[src/rtl/autobus_pkg.sv]
// Shared definitions for the auto bus testpattern checker.
// Covers FSM states, err_flags bit positions, bp_mode codes and the rdy LFSR step.
package autobus_pkg;

  typedef enum logic [1:0] {
    ST_HUNT   = 2'd0,
    ST_IN_PKT = 2'd1,
    ST_GAP    = 2'd2
  } state_e;

  localparam int ERR_DAT = 0;
  localparam int ERR_SOP = 1;
  localparam int ERR_EOP = 2;
  localparam int ERR_SOF = 3;
  localparam int ERR_EOF = 4;
  localparam int ERR_W   = 5;

  localparam logic [1:0] BP_ALWAYS = 2'd0;
  localparam logic [1:0] BP_TOGGLE = 2'd1;
  localparam logic [1:0] BP_LFSR   = 2'd2;
  localparam logic [1:0] BP_STALL  = 2'd3;

  localparam logic [15:0] LFSR_MASK = 16'hB400;

  // Right-shifting Galois step; the bit shifted out selects the feedback mask.
  function automatic logic [15:0] lfsr_next(input logic [15:0] s);
    return s[0] ? ((s >> 1) ^ LFSR_MASK) : (s >> 1);
  endfunction

endpackage

[src/rtl/autobus_rdy_gen.sv]
// Backpressure source: turns bp_mode into a registered rdy toward the generator.
// The LFSR free-runs in every mode, so switching into LFSR mode picks up mid-sequence.
module autobus_rdy_gen
  import autobus_pkg::*;
#(
  parameter logic [15:0] LFSR_SEED = 16'hACE1
) (
  input  logic       clk,
  input  logic       rst,
  input  logic [1:0] bp_mode,
  output logic       rdy
);

  localparam logic [15:0] SEED = (LFSR_SEED == 16'h0000) ? 16'h0001 : LFSR_SEED;

  logic [15:0] lfsr_q, lfsr_d;
  logic        rdy_q, rdy_d;

  always_comb begin
    lfsr_d = lfsr_next(lfsr_q);
    case (bp_mode)
      BP_ALWAYS: rdy_d = 1'b1;
      BP_TOGGLE: rdy_d = ~rdy_q;
      BP_LFSR:   rdy_d = lfsr_q[0];
      default:   rdy_d = 1'b0;
    endcase
  end

  always_ff @(posedge clk) begin
    if (rst) begin
      lfsr_q <= SEED;
      rdy_q  <= 1'b0;
    end else begin
      lfsr_q <= lfsr_d;
      rdy_q  <= rdy_d;
    end
  end

  assign rdy = rdy_q;

endmodule

[config.mk]
export PLATFORM = sky130hd
export DESIGN_NAME = autobus_rdy_gen
export DESIGN_NICKNAME = d
export VERILOG_FILES = /design/src/rtl/autobus_pkg.sv /design/src/rtl/autobus_rdy_gen.sv
export SDC_FILE = /design/constraint.sdc
export NUM_CORES = 1
export LEC_CHECK = 0
export ABC_AREA = 1
export BUFFER_PORTS_ARGS = -buffer_cell sky130_fd_sc_hd__buf_2
export CAP_MARGIN = 20
export CORE_UTILIZATION = 23
export CTS_CLUSTER_SIZE = 25
export DETAILED_ROUTE_END_ITERATION = 7
export SLEW_MARGIN = 20
export SYNTH_ARGS = -nofsm -noshare
export SYNTH_HDL_FRONTEND = slang
export SYNTH_SLANG_ARGS = --single-unit
[constraint.sdc]
create_clock -name clk -period 1.41 [get_ports clk]
set_input_delay 0.282 -clock clk [delete_from_list [all_inputs] [get_ports clk]]
set_output_delay 0.282 -clock clk [all_outputs]
set_load 0.02 [all_outputs]
Word-level counts from Yosys, hierarchy flattened. Cells that the tools add are included.

RAM bits: 0. Latch bits: 0. Memories: 0. Register bits after elaboration: 17. Bits of input ports: 4. Memory bits (read-only): 0.

Add/sub/neg operators: 0. Div/mod/pow operators: 0. $lt $le $gt $ge: 0. Reductions and logical operators: 1. Shifts and indexed selects: 0. Equality and inequality tests: 2. Multiply operators: 0. Muxes and demuxes: 2. Bitwise operators: 2.

Operators by type and width (number): two-way mux 16 bit (1); NOT 3 -> 4 bit (1); one-hot mux 1 bit (3 select lines) (1); equality test 2 x 1 -> 1 bit (second input constant) (1); equality test 2 bit (second input constant) (1); zero test 2 bit (1); NOT 1 bit (1).

Depth between registers and ports, before layout.
Depth in word-level cells: 2. Mapped depth: 4.

Worst setup path after synthesis. No wires, ideal clock.

Path type: input-to-reg. Start: input port rst. End: register lfsr_q[0]. Required time: 1290 ps. Stages on the path: 2. Arrival time: 597 ps. Setup time: 120 ps. Path buffers: 1. Slack: 693 ps. Path through: buf_6 > or2_1.

RTL lines: start: declaration (RTL line autobus_rdy_gen.sv:9) `input logic rst,`; end signal: assignment (RTL line autobus_rdy_gen.sv:34) `lfsr_q <= lfsr_d;`; end: declaration (RTL line autobus_rdy_gen.sv:16) `logic [15:0] lfsr_q, lfsr_d;`.

No word-level cell between the ends.

Worst setup path after layout.
Start: register rdy_q (netlist: rdy). End: output port rdy.

RTL lines: start: declaration (RTL line autobus_rdy_gen.sv:17) `logic rdy_q, rdy_d;`; start signal: assignment (RTL line autobus_rdy_gen.sv:35) `rdy_q <= rdy_d;`; end: declaration (RTL line autobus_rdy_gen.sv:11) `output logic rdy`.

No word-level cell between the ends.

==> impl_metrics.json <==
{
  "outcome": "complete, no violations",
  "critPathMaxStageDelay_ns": 0.33,
  "r2r-end": "lfsr_q[10]$_SDFF_PP1_",
  "slew_headroom_pct": 88.0,
  "synth_nets": 62,
  "cts_resized": 0,
  "synth.yosys.warnings": 0,
  "required_ns": 1.13,
  "whs_path_depth": 4,
  "cts_tree": "built",
  "hp-class": "in -> reg",
  "start_util_pct": 25.3,
  "clkPwrFrac_pct": 29.9,
  "cts_hold_buf": 0,
  "grt_start_max_net_pins": 14,
  "dr.pass1.iters": 2,
  "antenna_found_initial": 0,
  "yosysTopAreaCellShare_pct": 65.9,
  "clk_pin_slew_ns": 0.09,
  "clock_path_buffers": 2,
  "syn-mean-instance-area_um2": 8.91,
  "final_max_slew_viol_count": 0,
  "wl_per_cell_um": 6.21,
  "hold_start": "bp_mode[1]",
  "ir_drop_mv": 0.864,
  "seq_area_um2": 340,
  "routed_wl_um": 571,
  "power_frac_comb_pct": 5.9,
  "diodes": 0,
  "drtIter0Drc": 2,
  "htree_levels": 1,
  "fin_ws_ns": 0.365,
  "num_vias": 303,
  "synth_seq_area_share_pct": 65.9,
  "numPortBuffers": 4,
  "setup_tns_ns": 0,
  "p_per_area_nw_per_um2": 1380,
  "post-cts-setup-buffer-count": 0,
  "synth_cell_types": 8,
  "grt_pass1_vias": 275,
  "crit_family": "flip-flops",
  "multi_input_area_um2": 120,
  "max_freq_mhz": 957,
  "critPathKind": "reg -> out",
  "final_common_cell": "dfxtp_1",
  "cp-start-kind": "register",
  "finClkSkew_ns": 0.00366,
  "report.final.setup_viol": 0,
  "final.period_utilization_pct": 74.1,
  "slowest_stage": "dfxtp_1",
  "final_layout_size_suffix_gt1_share_pct": 13.8,
  "r2r_start": "lfsr_q[0]$_SDFF_PP1_",
  "seq_power_share_pct": 64.2,
  "std_cell_rows": 16,
  "internal_power_w": 0.000636,
  "final_nets": 70,
  "cts_num_sinks": 17,
  "ant_nets": 0,
  "coreArea_um2": 2040,
  "switching_share_pct": 21.6,
  "cap_viol_max_count": 0,
  "grt_pass1_wl_mm": 1.06,
  "switching_power_w": 0.000175,
  "r2r_slack_ns": 0.67,
  "die_h_um": 49.4,
  "hold_viol": 0,
  "holdPathEnd": "rdy$_SDFF_PP0_",
  "period_needed_ns": 1.05,
  "grt_util_all_layers_pct": 5.46,
  "dieArea_um2": 2440,
  "io_pins": 5,
  "hpwl_um": 394,
  "path_buf_inv": 1,
  "yosys-top-cells-area": "dfxtp_1 66%, nor2_1 8.7%, inv_1 8.0%",
  "dp_worst_setup_slack_ns": 0.563,
  "clk-insertion-delay-late_ns": 0.28,
  "crit_fanout": 2,
  "reg2reg_depth": 3,
  "leakage_nw": 0.300,
  "place_congestion": 0.657,
  "ys_seq_elements": 17,
  "syn_area_um2": 517,
  "path_cells": "buf_2",
  "rsz0062_at_grt": "false",
  "cts_buffers": 3,
  "syn2layout_area_growth_pct": 13.6,
  "die_w_um": 49.4,
  "worstPathArrival_ns": 0.76,
  "synth_top_cell_by_area": "dfxtp_1",
  "via_per_inst": 3.29,
  "endpoint_kind": "primary output",
  "num-fill-cells": 219,
  "drc_errors": 0,
  "cts-root-buf": "clkbuf_4",
  "tightestPinTransition_ns": 0.179,
  "final_cell_mix": "17 x dfxtp_1, 12 x nor2_1, 11 x inv_1, 9 x nand2_1, 5 x or2_1",
  "syn-instance-count": 58,
  "grt_overflow": 0
}
[state kept, by name, summed over array words and instances (netlist names)]
signal	cells
lfsr_q	16
rdy	1
[cells by family after synthesis]
kind of cell | Yosys count | synth area share (%)
buffers and inverters | 13 | 10.9
AND/OR/NAND/NOR | 28 | 23.2
flip-flops | 17 | 65.9
[final cells by class]
class                      count  share of cell area, %
sequential                    17                   58.0
multi-input combinational     28                   20.5
inverter                      12                   7.68
tap                           27                   5.76
clock buffer                   3                   3.84
timing repair buffer           4                   3.41
clock inverter                 1                  0.853
[power groups by stage]
| stage | clock (W) | combinational [W] | sequential [W] |
|---|---|---|---|
| 2_1_floorplan | 0 | 0.0000355 | 0.000533 |
| 3_3_place_gp | 0 | 0.0000475 | 0.000533 |
| 3_5_place_dp | 0 | 0.0000481 | 0.000533 |
| 4_1_cts | 0.000255 | 0.0000484 | 0.000522 |
| 5_1_grt | 0.000269 | 0.0000580 | 0.000525 |
| 6_report | 0.000243 | 0.0000478 | 0.000522 |
[per-stage QoR]
step	utilization, %	hold slack [ns]	area [um2]	power, W	std cells
final	28.7	0.259	587	0.000812	92
after global routing	28.7	0.296	587	0.000852	92
after CTS	28.7	0.251	587	0.000825	92
after detailed placement	27.4	0.390	559	0.000581	88
after global placement	27.4	0.386	559	0.000581	88
after floorplan	-	0.382	517	0.000569	58
[cells in the mapped netlist (all sizes together)]
| cell | instances |
|---|---|
| buf | 1 |
| dfxtp | 17 |
| inv | 12 |
| nand2 | 9 |
| nand3 | 2 |
| nor2 | 12 |
| or2 | 5 |
[metal layers]
metal / vias to the layer above / part of all wire (%) / track usage (%)
li1: 179 / - / -
met1: 122 / 57 / 7.97
met2: 2 / 40 / 7.53
met3: 0 / 2.3 / 0.935
met4: 0 / 0 / 2.86
met5: - / 0 / 0
[worst max path at each step]
stage	start	endpoint	slack [ns]	cells after the start
floorplan	rst	lfsr_q[0]$_SDFF_PP1_	0.69	2
detailed placement	rst	rdy$_SDFF_PP0_	0.56	4
finish	rdy$_SDFF_PP0_	rdy	0.36	1
global placement	rst	rdy$_SDFF_PP0_	0.58	4
global route	rdy$_SDFF_PP0_	rdy	0.33	1
CTS	rdy$_SDFF_PP0_	rdy	0.35	1
No activity file was read; power rests on OpenSTA's default activity.
